[src/rtl/pixel_variance_accum.sv]
// pixel_variance_accum: accumulates pixel and pixel^2 over windows of
// 2^LOG2N valid samples and emits mean and variance (E[x^2] - E[x]^2)
// through a 3-stage one-hot calc pipeline.
module pixel_variance_accum #(
   parameter int LOG2N = 6
) (
   input  logic              clk,
   input  logic              rst_n,
   input  logic              clear,
   input  logic              work,
   input  logic [7:0]        pixel,
   input  logic [15:0]       pixel_square,
   output logic [7:0]        mean_out,
   output logic [15:0]       var_out,
   output logic              var_valid,
   output logic [LOG2N-1:0]  sample_cnt
);

   localparam int SW = 8 + LOG2N;
   localparam int QW = 16 + LOG2N;

   logic          work_d;
   logic [7:0]    pixel_d;
   logic [SW-1:0] sum, s_sum, sum_nxt;
   logic [QW-1:0] sumsq, s_sq, sq_nxt;
   logic          win_close;

   // vld_pipe[0]=C1 pending, [1]=C2 pending, [2]=C3 pending
   logic [2:0]    vld_pipe;
   logic [7:0]    mean;
   logic [15:0]   msq;
   logic [15:0]   mean_sq;
   logic [16:0]   var_diff;

   // Window closes on the valid sample that brings the count to N
   assign win_close = work_d & (&sample_cnt);
   assign sum_nxt   = sum + SW'(pixel_d);
   assign sq_nxt    = sumsq + QW'(pixel_square);
   // Extra MSB catches a negative difference for the clamp
   assign var_diff  = {1'b0, msq} - {1'b0, mean_sq};

   // Align pixel/work with the registered square from the squaring stage
   always_ff @(posedge clk or negedge rst_n) begin
      if (!rst_n) begin
         work_d  <= 1'b0;
         pixel_d <= '0;
      end else begin
         work_d  <= work & ~clear;
         pixel_d <= pixel;
      end
   end

   // Streaming accumulation; window close snapshots and restarts with no gap
   always_ff @(posedge clk or negedge rst_n) begin
      if (!rst_n) begin
         sum        <= '0;
         sumsq      <= '0;
         sample_cnt <= '0;
         s_sum      <= '0;
         s_sq       <= '0;
      end else if (clear) begin
         sum        <= '0;
         sumsq      <= '0;
         sample_cnt <= '0;
      end else if (win_close) begin
         s_sum      <= sum_nxt;
         s_sq       <= sq_nxt;
         sum        <= '0;
         sumsq      <= '0;
         sample_cnt <= '0;
      end else if (work_d) begin
         sum        <= sum_nxt;
         sumsq      <= sq_nxt;
         sample_cnt <= sample_cnt + 1'b1;
      end
   end

   // One-hot calc stage tracker; clear discards any in-flight result
   always_ff @(posedge clk or negedge rst_n) begin
      if (!rst_n) begin
         vld_pipe <= '0;
      end else if (clear) begin
         vld_pipe <= '0;
      end else begin
         vld_pipe <= {vld_pipe[1:0], win_close};
      end
   end

   // C1: divide by N; C2: square the mean
   always_ff @(posedge clk or negedge rst_n) begin
      if (!rst_n) begin
         mean    <= '0;
         msq     <= '0;
         mean_sq <= '0;
      end else begin
         if (vld_pipe[0]) begin
            mean <= s_sum[SW-1:LOG2N];
            msq  <= s_sq[QW-1:LOG2N];
         end
         if (vld_pipe[1]) mean_sq <= 16'(mean) * 16'(mean);
      end
   end

   // C3: publish mean/variance with a one-cycle valid pulse
   always_ff @(posedge clk or negedge rst_n) begin
      if (!rst_n) begin
         mean_out  <= '0;
         var_out   <= '0;
         var_valid <= 1'b0;
      end else if (clear) begin
         var_valid <= 1'b0;
      end else begin
         var_valid <= vld_pipe[2];
         if (vld_pipe[2]) begin
            mean_out <= mean;
            var_out  <= var_diff[16] ? 16'd0 : var_diff[15:0];
         end
      end
   end

endmodule

[config.mk]
export PLATFORM = sky130hd
export DESIGN_NAME = pixel_variance_accum
export DESIGN_NICKNAME = d
export VERILOG_FILES = /design/src/rtl/pixel_variance_accum.sv
export SDC_FILE = /design/constraint.sdc
export NUM_CORES = 1
export LEC_CHECK = 0
export ABC_CLOCK_PERIOD_IN_PS = 8200
export CORE_MARGIN = 8
export CORE_UTILIZATION = 50
export CTS_CLUSTER_SIZE = 24
export DETAILED_ROUTE_END_ITERATION = 16
export GPL_ROUTABILITY_DRIVEN = 0
export PLACE_DENSITY = 0.67
export SETUP_SLACK_MARGIN = 0.02
export SYNTH_ARGS = -nofsm -noshare
export SYNTH_HDL_FRONTEND = slang
export SYNTH_SLANG_ARGS = --single-unit
[constraint.sdc]
create_clock -name clk -period 8.2 [get_ports clk]
set_input_delay 2.05 -clock clk [delete_from_list [all_inputs] [get_ports clk]]
set_output_delay 2.05 -clock clk [all_outputs]
set_load 0.005 [all_outputs]
# --- After elaboration in Yosys (flattened, before gate mapping) ---
# Index checks and enable logic that the tools add are counted.
totals:
  register_bits: 155
  latch_bits: 0
  ramBits: 0
  mem_bits_ro: 0
  inputBits: 28
  word_cells: 38
  mem_count: 0
op_classes:
  add_sub_neg: 4
  mul: 1
  n_div: 0
  n_lt_le_gt_ge: 0
  n_eq_ne: 0
  shift: 0
  muxes: 12
  bitwise_logic: 3
  n_reduce_logical: 4
ops:
  columns: ["cell", "n"]
  rows:
  - ["two-way mux 22 bit", 3]
  - ["two-way mux 14 bit", 3]
  - ["adder 22 x 16 -> 22 bit", 1]
  - ["two-way mux 6 bit", 3]
  - ["subtractor 16 x 16 -> 17 bit", 1]
  - ["multiplier 8 x 8 -> 16 bit", 1]
  - ["two-way mux 16 bit", 1]
  - ["adder 14 x 8 -> 14 bit", 1]
  - ["adder 6 x 1 -> 6 bit (second input constant)", 1]
  - ["AND reduction 6 bit", 1]
  - ["AND reduction 2 bit", 2]
  - ["two-way mux 3 bit", 1]
  - ["nonzero test 3 bit", 1]
  - ["AND 1 bit", 2]
  - ["two-way mux 1 bit", 1]
  - ["inverter 1 bit", 1]

# --- Longest topological paths before layout ---
# Gate-level depths: netlist (run 1).
logic_depth:
  depth_word: 4
  mapped_depth: 18
  ltp_nobuf: 17

# --- Least setup slack after synthesis (run 1) ---
# OpenSTA, ideal clock, no wires.
synth_timing:
  path_type: "flip-flop to flip-flop"
  from: "register mean[7]"
  to: "register mean_sq[13]"
  setup_time_ns: 0.136
  t_arrival_ns: 4.151
  t_required_ns: 8.064
  path_slack_ns: 3.913
  stages_incl_launch_ff: 17
  path_cell_list: "dfrtp_1 clkbuf_1 nand2_1 fa_1 inv_1 fa_1 fa_1 inv_1 fa_1 inv_1 ha_1 or2_2 o31ai_1 nor2_1 a211oi_1 xor2_1 mux2i_1"
synth_via:
  elab_chain_cells: 1
synth_rtl:
  columns: ["element", "line", "text"]
  rows:
  - ["start: declaration", "30", "logic [7:0] mean;"]
  - ["start signal: assignment", "97", "mean <= s_sum[SW-1:LOG2N];"]
  - ["multiplier 8 x 8 -> 16 bit", "100", "if (vld_pipe[1]) mean_sq <= 16'(mean) * 16'(mean);"]
  - ["end signal: assignment", "100", null]
  - ["end: declaration", "32", "logic [15:0] mean_sq;"]
# Every way passes these cells.
# A chain may end at the register's enable or synchronous reset.

# --- Final worst setup path (run 1) ---
layout_timing:
  from: "register mean[5]"
  to: "register mean_sq[13]"
# The elaborated chain is that of the path after synthesis.

==> results_dict.tcl, run 1 <==
set metrics [dict create \
    root_buffer "clkbuf_16" \
    fp.dieH_um 149 \
    worstPathArrival_ns 4.82 \
    slew_violations 0 \
    grt_max_degree 73 \
    crit_type "reg2reg" \
    grt_pass1_wl_um 30300 \
    timing.critical_path.required_ns 8.46 \
    synth_nets 1020 \
    status "complete, no violations" \
    wirelength_um 17700 \
    syn_area_per_cell_um2 9.85 \
    nNetsFinal 1070 \
    clk_pin_slew_ns 0.06 \
    worstPathMaxFanout 8 \
    via_count 6302 \
    final_util_pct 59.1 \
    cts_inserted_buffers 17 \
    dpl_worst_slack_ns 3.48 \
    coreArea_um2 17200 \
    period_needed_ns 4.56 \
    via_per_inst 5.34 \
    startpoint_type "flop" \
    p_total_w 0.00179 \
    synthFlopType "dfrtp_1" \
    relSlewSlack_pct 31.5 \
    syn_to_final_growth_pct 15.9 \
    placed_area_um2 9580 \
    htree_levels 4 \
    io_pins 59 \
    gr-total-overflow 0 \
    postSynthCellCount 893 \
    skew_ns 0.0150 \
    grt_pass1_vias 6285 \
    drv_cap 0 \
    die_x_um 149 \
    layout_setup_ws_ns 3.64 \
    hold_viol 0 \
    clock-sinks 142 \
    ir_drop_mv 0.158 \
    rows 48 \
    endpoint_kind "flop" \
    routedWlPerCell_um 15.0 \
    syn_area_um2 8790 \
    synth_seq_cells 142 \
    antenna_cells 0 \
    antenna_violating_nets_post_route 0 \
    synth_edf_count 0 \
    clk_path_buf_depth 2 \
    drc 0 \
    start_util_pct 51.0 \
    fillers 1511 \
    worstMarginPinSlew_ns 1.03 \
    dr.pass1.iters 5 \
    clock_latency_ns 0.42 \
    finalSetupTns_ns 0 \
    synthArstFlopShare_pct 100 \
    yosysWarnings 0 \
    grt_usage_pct 16.8 \
    drive_gt1_share_pct 8.16 \
    cts_setup_buffers 0 \
    cts_resized 0 \
    p_leak_nw 5.01 \
    rsz0062_at_grt "false" \
    hold_path_class "reg2reg" \
    cts_hold_buf 0 \
    die_area_um2 22100 \
    post-dp-hpwl_um 13000 \
    period_share_pct 55.7 \
    cts_tree "done" \
    io_buffers 58 \
    antenna_found_initial 0 \
    fmax_ghz 0.219 \
    setup_violations 0 \
    drt-initial-drc-count 362 \
    synth.distinct_cells 56 \
    yosysSeqAreaShare_pct 40.4 \
    design_area_um2 10200 \
    power_density_nw_per_um2 176 \
]
[layer usage]
| metal | GRT usage, % | share of wire [%] | vias up |
|---|---|---|---|
| met3 | 3.43 | 3.3 | 18 |
| met1 | 22.6 | 48 | 3024 |
| met5 | 0 | 0 | - |
| li1 | - | - | 3173 |
| met4 | 4.23 | 0.93 | 0 |
| met2 | 27.3 | 48 | 87 |
[critical path, stage by stage (launching register included)]
cell and delay [ns]:
dfrtp_1 0.50, inv_1 0.21, nor2_1 0.23, fa_1 0.48, fa_1 0.55, inv_1 0.06, fa_1 0.44, fa_1 0.51
inv_1 0.04, ha_1 0.32, or2_2 0.34, o31ai_1 0.08, nor2_1 0.12, a211oi_1 0.27, xor2_1 0.17, mux2i_1 0.09
[cells in the mapped netlist (8+ instances only)]
master    count  area [um^2]
dfrtp_1     142         3550
o31ai_1      12         90.1
or3_1        11         68.8
a31oi_1       8         50.1
fa_1         27          541
xor2_1       30          263
a22o_1       21          184
inv_1        71          267
clkbuf_1     26         97.6
nor2_1       44          165
nand3_1      19         95.1
nand2_1     112          420
o21ai_0      60          300
a21o_1       27          203
ha_1         72          901
and2_1       20          125
mux2_2       24          270
xnor2_1      28          245
a21oi_1      37          185
o211ai_1      8         60.1
[metrics by stage]
step           instances  hold slack (ns)
2_1_floorplan        893            0.433
5_1_grt             1181            0.489
3_3_place_gp        1149            0.446
3_5_place_dp        1149            0.456
6_report            1181            0.467
4_1_cts             1181            0.469
[power by group]
group          total [W]  switching, W  internal [W]
sequential      0.000745     0.0000191      0.000726
combinational   0.000258      0.000148      0.000110
clock           0.000792      0.000296      0.000496
[cells in the final DEF (no fill, tap or decap), drive strengths merged, types with 3 or more instances in the layout]
cell type      count
o31ai             13
and3               8
inv               72
a31oi              8
o21a               5
buf                6
and2              20
nand2            112
a21oi             38
o211ai             8
nor3               7
a22o              21
nand4              3
a211oi             5
mux2              24
xnor2             28
clkdlybuf4s50     57
nor2              44
dfrtp            142
nor2b              7
a211o              4
mux2i              7
fa                27
or2                3
a21o              27
clkbuf            23
xor2              30
or4                3
nand2b             7
ha                72
o21ai             67
nand3             20
o31a               3
clkinv             6
or3               11
[logic make-up (layout without fill, tap and decap cells)]
family / Yosys count / count (layout) / synth area share (%)
adders and majority gates: 99 / 99 / 16.4
buffers and inverters: 104 / 167 / 4.50
DFF: 142 / 142 / 40.4
AOI/OAI and AO/OA: 211 / 211 / 16.0
xor gates and xnor gates: 58 / 58 / 5.78
muxes: 31 / 31 / 3.87
and+or+nand+nor: 248 / 248 / 13.0
[state kept, by name, indices dropped and copies added, names as in the netlist, 3 cells and up]
name        flops
mean_sq        15
msq            16
mean            8
sample_cnt      6
pixel_d         8
sumsq          22
s_sum           8
mean_out        8
sum            14
var_out        16
s_sq           16
vld_pipe        3
[path summary, 6_finish.rpt]
path	start	end	slack (ns)	cells past startpoint
min in group asynchronous	rst_n	var_out[2]$_DFFE_PN0P_	1.62	1
min	s_sq[8]$_DFFE_PN0P_	s_sq[8]$_DFFE_PN0P_	0.47	2
max reg2reg	mean[5]$_DFFE_PN0P_	mean_sq[13]$_DFFE_PN0P_	3.64	15
min reg2reg	s_sq[8]$_DFFE_PN0P_	s_sq[8]$_DFFE_PN0P_	0.47	2
max	mean[5]$_DFFE_PN0P_	mean_sq[13]$_DFFE_PN0P_	3.64	15
max in group asynchronous	rst_n	vld_pipe[1]$_DFF_PN0_	5.23	2
[area by class of cell]
cell class	instances	area (um^2)	area share (%)
sequential	142	3550	34.9
inverter	72	270	2.65
timing repair buffer	63	619	6.08
clock buffer	23	508	4.98
tap	225	282	2.76
clock inverter	9	105	1.03
multi-input combinational	647	4860	47.6
Power figures use the tool's default switching activity.
==> run 2: changes to the inputs <==
ABC_CLOCK_PERIOD_IN_PS = 3800   (was 8200)
PLACE_DENSITY = 0.7   (was 0.67)
clock period = 3.8 ns   (was 8.2 ns; I/O delays follow)
==> results_dict.tcl, run 2 (synthesis gave the netlist of run 1 again) <==
set metrics [dict create \
    final_common_cell "dfrtp_1" \
    worstMarginPinSlew_ns 1.10 \
    intPower_w 0.00290 \
    wirelength_um 19200 \
    status "finished with violations" \
    endpoint_kind "flop" \
    rsz0062_at_grt "true" \
    pwr-share-comb_pct 15.7 \
    crit_type "reg2reg" \
    layout_setup_ws_ns -0.211 \
    final_cell_mix "137 x dfrtp_1, 108 x nand2_1, 64 x ha_1, 61 x inv_1" \
    p_sw_share_pct 26.8 \
    design_area_um2 10800 \
    rows 48 \
    rrSetupSlack_ns -0.21 \
    worstPathMaxFanout 4 \
    root_buffer "clkbuf_16" \
    die_area_um2 22100 \
    period_share_pct 106 \
    clock-sinks 142 \
    clk_path_buf_depth 2 \
    clk_pin_slew_ns 0.06 \
    post-dp-hpwl_um 14000 \
    p_total_w 0.00396 \
    antenna_violating_nets_post_route 0 \
    layout.cells.non_filler 1232 \
    drive_gt1_share_pct 17.4 \
    syn_to_final_growth_pct 22.9 \
    power_density_nw_per_um2 367 \
    finalSetupTns_ns -0.886 \
    drt-initial-drc-count 397 \
    drv_cap 0 \
    slew_violations 0 \
    timing.critical_path.required_ns 4.07 \
    final_util_pct 62.7 \
    clock_power_share_pct 43.8 \
    grt_pass1_vias 6678 \
    antenna_found_initial 0 \
    violations "negative setup slack" \
    gr-total-overflow 0 \
    cts_hold_buf 0 \
    via_per_inst 5.37 \
    htree_levels 4 \
    setup_violations 7 \
    cts_inserted_buffers 17 \
    routedWlPerCell_um 15.6 \
    startpoint_type "flop" \
    hold_path_class "reg2reg" \
    period_needed_ns 4.01 \
    dr.pass1.iters 4 \
    io_buffers 58 \
    fillers 1456 \
    worstPathArrival_ns 4.28 \
    relSlewSlack_pct 26.4 \
    drc 0 \
    largest_reg_flops 22 \
    dpl.cell_count 1198 \
    ir_drop_mv 0.313 \
    cts_tree "done" \
    grt_usage_pct 18.2 \
    io_pins 59 \
    start_util_pct 51.0 \
    nNetsFinal 1121 \
    die_x_um 149 \
    grt_max_degree 87 \
    placed_area_um2 10100 \
    p_seq_share_pct 40.5 \
    top_register "sumsq" \
    grt_pass1_wl_um 32700 \
    antenna_cells 0 \
    power_switching_w 0.00106 \
    p_leak_nw 5.24 \
    hold_viol 0 \
    coreArea_um2 17200 \
    clock_latency_ns 0.43 \
    via_count 6617 \
    fmax_ghz 0.249 \
    skew_ns 0.0143 \
    fp.dieH_um 149 \
]
## run 2: final timing paths
check                                         from                 endpoint  depth (start not counted)
max                            mean[3]$_DFFE_PN0P_  mean_sq[15]$_DFFE_PN0P_                         16
min                        mean_out[0]$_DFFE_PN0P_  mean_out[0]$_DFFE_PN0P_                          2
max reg2reg                    mean[3]$_DFFE_PN0P_  mean_sq[15]$_DFFE_PN0P_                         16
min reg2reg                mean_out[0]$_DFFE_PN0P_  mean_out[0]$_DFFE_PN0P_                          2
max in group asynchronous                    rst_n      mean[2]$_DFFE_PN0P_                          2
min in group asynchronous                    rst_n   var_out[0]$_DFFE_PN0P_                          1
## run 2: critical path, cell delays in order, from the launching register on
cell and delay [ns]:
dfrtp_1 0.39, buf_4 0.14, nand2_1 0.07, fa_1 0.51, inv_2 0.06, fa_1 0.50, fa_1 0.52, inv_1 0.05
fa_1 0.49, inv_2 0.05, ha_4 0.21, or2_4 0.25, o31ai_4 0.07, nor2_4 0.08, a221oi_2 0.25, xnor2_1 0.14
mux2i_1 0.09
## run 2: layer usage
| layer | vias up | part of all wire [%] | track usage, % |
|---|---|---|---|
| met4 | 0 | 1.7 | 5.76 |
| met1 | 3206 | 47 | 24.3 |
| li1 | 3282 | - | - |
| met2 | 102 | 47 | 29.3 |
| met5 | - | 0 | 0 |
| met3 | 27 | 3.4 | 3.37 |
## run 2: final cells by class
class,instances,area (um^2),share of cell area (%)
tap,225,282,2.61
clock buffer,20,447,4.13
clock inverter,12,160,1.48
multi-input combinational,647,5060,46.9
timing repair buffer,114,1020,9.46
inverter,72,270,2.50
sequential,142,3560,32.9
## run 2: through the flow
stage | worst slack (ns) | hold WS (ns)
6_report | -0.211 | 0.473
5_1_grt | -0.389 | 0.498
4_1_cts | -0.201 | 0.479
3_5_place_dp | -0.309 | 0.464
3_3_place_gp | -0.206 | 0.458
2_1_floorplan | -0.0928 | 0.433
## run 2: repair_timing
| item | in CTS | in global routing |
|---|---|---|
| endpoints found under the setup margin | 8 | 8 |
| resized for setup | 24 | 4 |
| hold endpoints to repair | 0 | 0 |
| pin swaps | 27 | 4 |
| buffers inserted | 2 | 0 |
## run 2: power groups by stage
stage / clock (W) / combinational, W / sequential [W]
2_1_floorplan: 0 / 0.000419 / 0.00162
3_3_place_gp: 0 / 0.000600 / 0.00163
3_5_place_dp: 0 / 0.000611 / 0.00163
4_1_cts: 0.00177 / 0.000624 / 0.00160
5_1_grt: 0.00182 / 0.000696 / 0.00161
6_report: 0.00174 / 0.000623 / 0.00160
==> run 3: changes to the inputs <==
ABC_AREA = 1   (was not set)
CAP_MARGIN = 20   (was not set)
==> results_dict.tcl, run 3 <==
set metrics [dict create \
    hold_path_class "reg2reg" \
    syn_area_per_cell_um2 7.46 \
    start_util_pct 51.0 \
    final_common_cell "nand2_1" \
    violations "negative setup slack" \
    power_density_nw_per_um2 319 \
    placed_area_um2 10500 \
    gr-total-overflow 0 \
    synth_most_common_cell "nand2_1" \
    drive_gt1_share_pct 8.58 \
    root_buffer "clkbuf_16" \
    clk_pin_slew_ns 0.06 \
    grt_max_degree 82 \
    io_pins 59 \
    cts_tree "done" \
    syn_to_final_growth_pct 17.7 \
    crit_end "mean_sq[11]$_DFFE_PN0P_" \
    synth_top_area_share_pct 37.1 \
    postSynthCellCount 1284 \
    syn_area_um2 9580 \
    layout_setup_ws_ns -0.00896 \
    setup_violations 1 \
    die_x_um 154 \
    startpoint_type "flop" \
    clock_latency_ns 0.42 \
    synthTopCellsByCount "457 x nand2_1, 195 x inv_1, 142 x dfrtp_1" \
    r2r_start "mean[3]$_DFFE_PN0P_" \
    crit_type "reg2reg" \
    worstMarginPinSlew_ns 0.810 \
    ir_drop_mv 0.326 \
    status "finished with violations" \
    clk_path_buf_depth 2 \
    routedWlPerCell_um 13.3 \
    rrSetupSlack_ns -0.009 \
    slew_violations 0 \
    clock-sinks 142 \
    top_register "sumsq" \
    antenna_violating_nets_post_route 0 \
    synth_seq_cells 142 \
    yosysSeqAreaShare_pct 37.1 \
    drc 0 \
    drt-initial-drc-count 437 \
    via_count 8261 \
    synthFlopType "dfrtp_1" \
    dpl_worst_slack_ns -0.0769 \
    relSlewSlack_pct 45.9 \
    skew_ns 0.00669 \
    worstPathArrival_ns 4.10 \
    grt_pass1_wl_um 36000 \
    antenna_found_initial 0 \
    drv_cap 0 \
    io_buffers 58 \
    fmax_ghz 0.263 \
    cts_inserted_buffers 17 \
    r2r_cells 16 \
    post-dp-hpwl_um 16400 \
    rsz0062_at_grt "true" \
    fp.dieH_um 154 \
    synth_top_area_cell "dfrtp_1" \
    timing.critical_path.required_ns 4.09 \
    period_needed_ns 3.81 \
    endpoint_kind "flop" \
    nNetsFinal 1489 \
    synth.distinct_cells 40 \
    via_per_inst 5.13 \
    htree_levels 4 \
    design_area_um2 11300 \
    period_share_pct 100 \
    coreArea_um2 18800 \
    synthArstFlopShare_pct 100 \
    holdWs_ns 0.481 \
    synth_nets 1411 \
    rr_endpoint "mean_sq[11]$_DFFE_PN0P_" \
    hold_viol 0 \
    wirelength_um 21400 \
    largest_reg_flops 22 \
    grt_pass1_vias 7834 \
    rows 50 \
    yosysWarnings 0 \
    p_leak_nw 6.20 \
    p_total_w 0.00359 \
    ys_top_cells_by_area "dfrtp_1 37%, nand2_1 18%, ha_1 9.4%" \
    die_area_um2 23800 \
    critPathLaunch "mean[3]$_DFFE_PN0P_" \
    synth_edf_count 0 \
    final_cell_mix "448 x nand2_1, 188 x inv_1, 139 x dfrtp_1, 88 x nand3_1, 68 x ha_1" \
    dr.pass1.iters 5 \
    antenna_cells 0 \
    grt_usage_pct 18.3 \
    worstPathMaxFanout 5 \
]
-- run 3: changes by cell type after synthesis, sizes merged, moves of 11 or more --
cell,delta
xnor2,-11
a22o,-17
inv,+126
xor2,-24
nor2,+19
a21o,-26
or3,-11
and2,-16
nand3,+74
mux2,-24
o31ai,-13
nand3b,+13
nand2,+348
-- run 3: routing by layer --
metal | wire [um] | vias up | global-route usage (%)
met5 | 0 | - | 0
met3 | 825 | 29 | 3.65
li1 | - | 4187 | -
met1 | 9820 | 3886 | 23.3
met2 | 10300 | 159 | 30.6
met4 | 409 | 0 | 6.16
-- run 3: final cells by class --
cell class              count  area (um^2)
fillers                  1725         7500
multi-input cells         914         5220
flip-flops and latches    142         3560
repair buffers             88          843
inverters                 199          748
clock buffers              21          470
well taps                 234          293
clock inverters            11          133
-- run 3: cells by family after synthesis --
| family | after synthesis | share of synthesized area (%) |
|---|---|---|
| AND/OR/NAND/NOR | 660 | 28.7 |
| buffers and inverters | 228 | 9.39 |
| flip-flops | 142 | 37.1 |
| AO/OA/AOI/OAI | 132 | 7.62 |
| adder cells (fa/ha/maj) | 99 | 15.1 |
| XOR/XNOR | 23 | 2.10 |
-- run 3: worst min-delay path by stage --
stage,endpoint,depth (start not counted),startpoint
final,s_sq[9]$_DFFE_PN0P_,2,s_sq[9]$_DFFE_PN0P_
after global routing,s_sum[10]$_DFFE_PN0P_,2,s_sum[10]$_DFFE_PN0P_
after CTS,msq[15]$_DFFE_PN0P_,2,s_sq[21]$_DFFE_PN0P_
after detailed placement,s_sum[8]$_DFFE_PN0P_,2,s_sum[8]$_DFFE_PN0P_
after global placement,msq[15]$_DFFE_PN0P_,2,s_sq[21]$_DFFE_PN0P_
after floorplan,msq[11]$_DFFE_PN0P_,2,msq[11]$_DFFE_PN0P_
-- run 3: what timing repair did --
item | 4_1_cts | 5_1_grt
hold buffers | 0 | 0
resized for setup | 13 | 16
pin swaps | 19 | 19
buffers inserted | 2 | 5
endpoints found under the setup margin | 5 | 9
-- run 3: through the flow --
step                       TNS, ns  util, %  cells
after global placement     -0.0308     56.1   1570
after floorplan                  0        -   1284
after global routing        -0.853     60.0   1609
after CTS                        0     59.6   1604
after detailed placement    -0.225     56.1   1570
final                     -0.00896     60.0   1609
-- run 3: critical path: stages (launching register included) --
cell and delay, ns:
dfrtp_2 0.45, nand2_2 0.08, inv_2 0.05, fa_1 0.50, fa_1 0.55, inv_1 0.05
fa_1 0.45, fa_1 0.53, inv_2 0.05, ha_4 0.25, inv_2 0.07, o21bai_4 0.06
nand2_2 0.07, nand3_2 0.13, buf_4 0.17, xnor2_1 0.16, o21ai_1 0.08
-- run 3: report_power, final --
group,leakage (nW),internal [W],switching (W)
registers,1.93,0.00154,0.0000185
logic,3.99,0.000133,0.000224
clock network,0.279,0.00102,0.000654
total,6.20,0.00270,0.000896
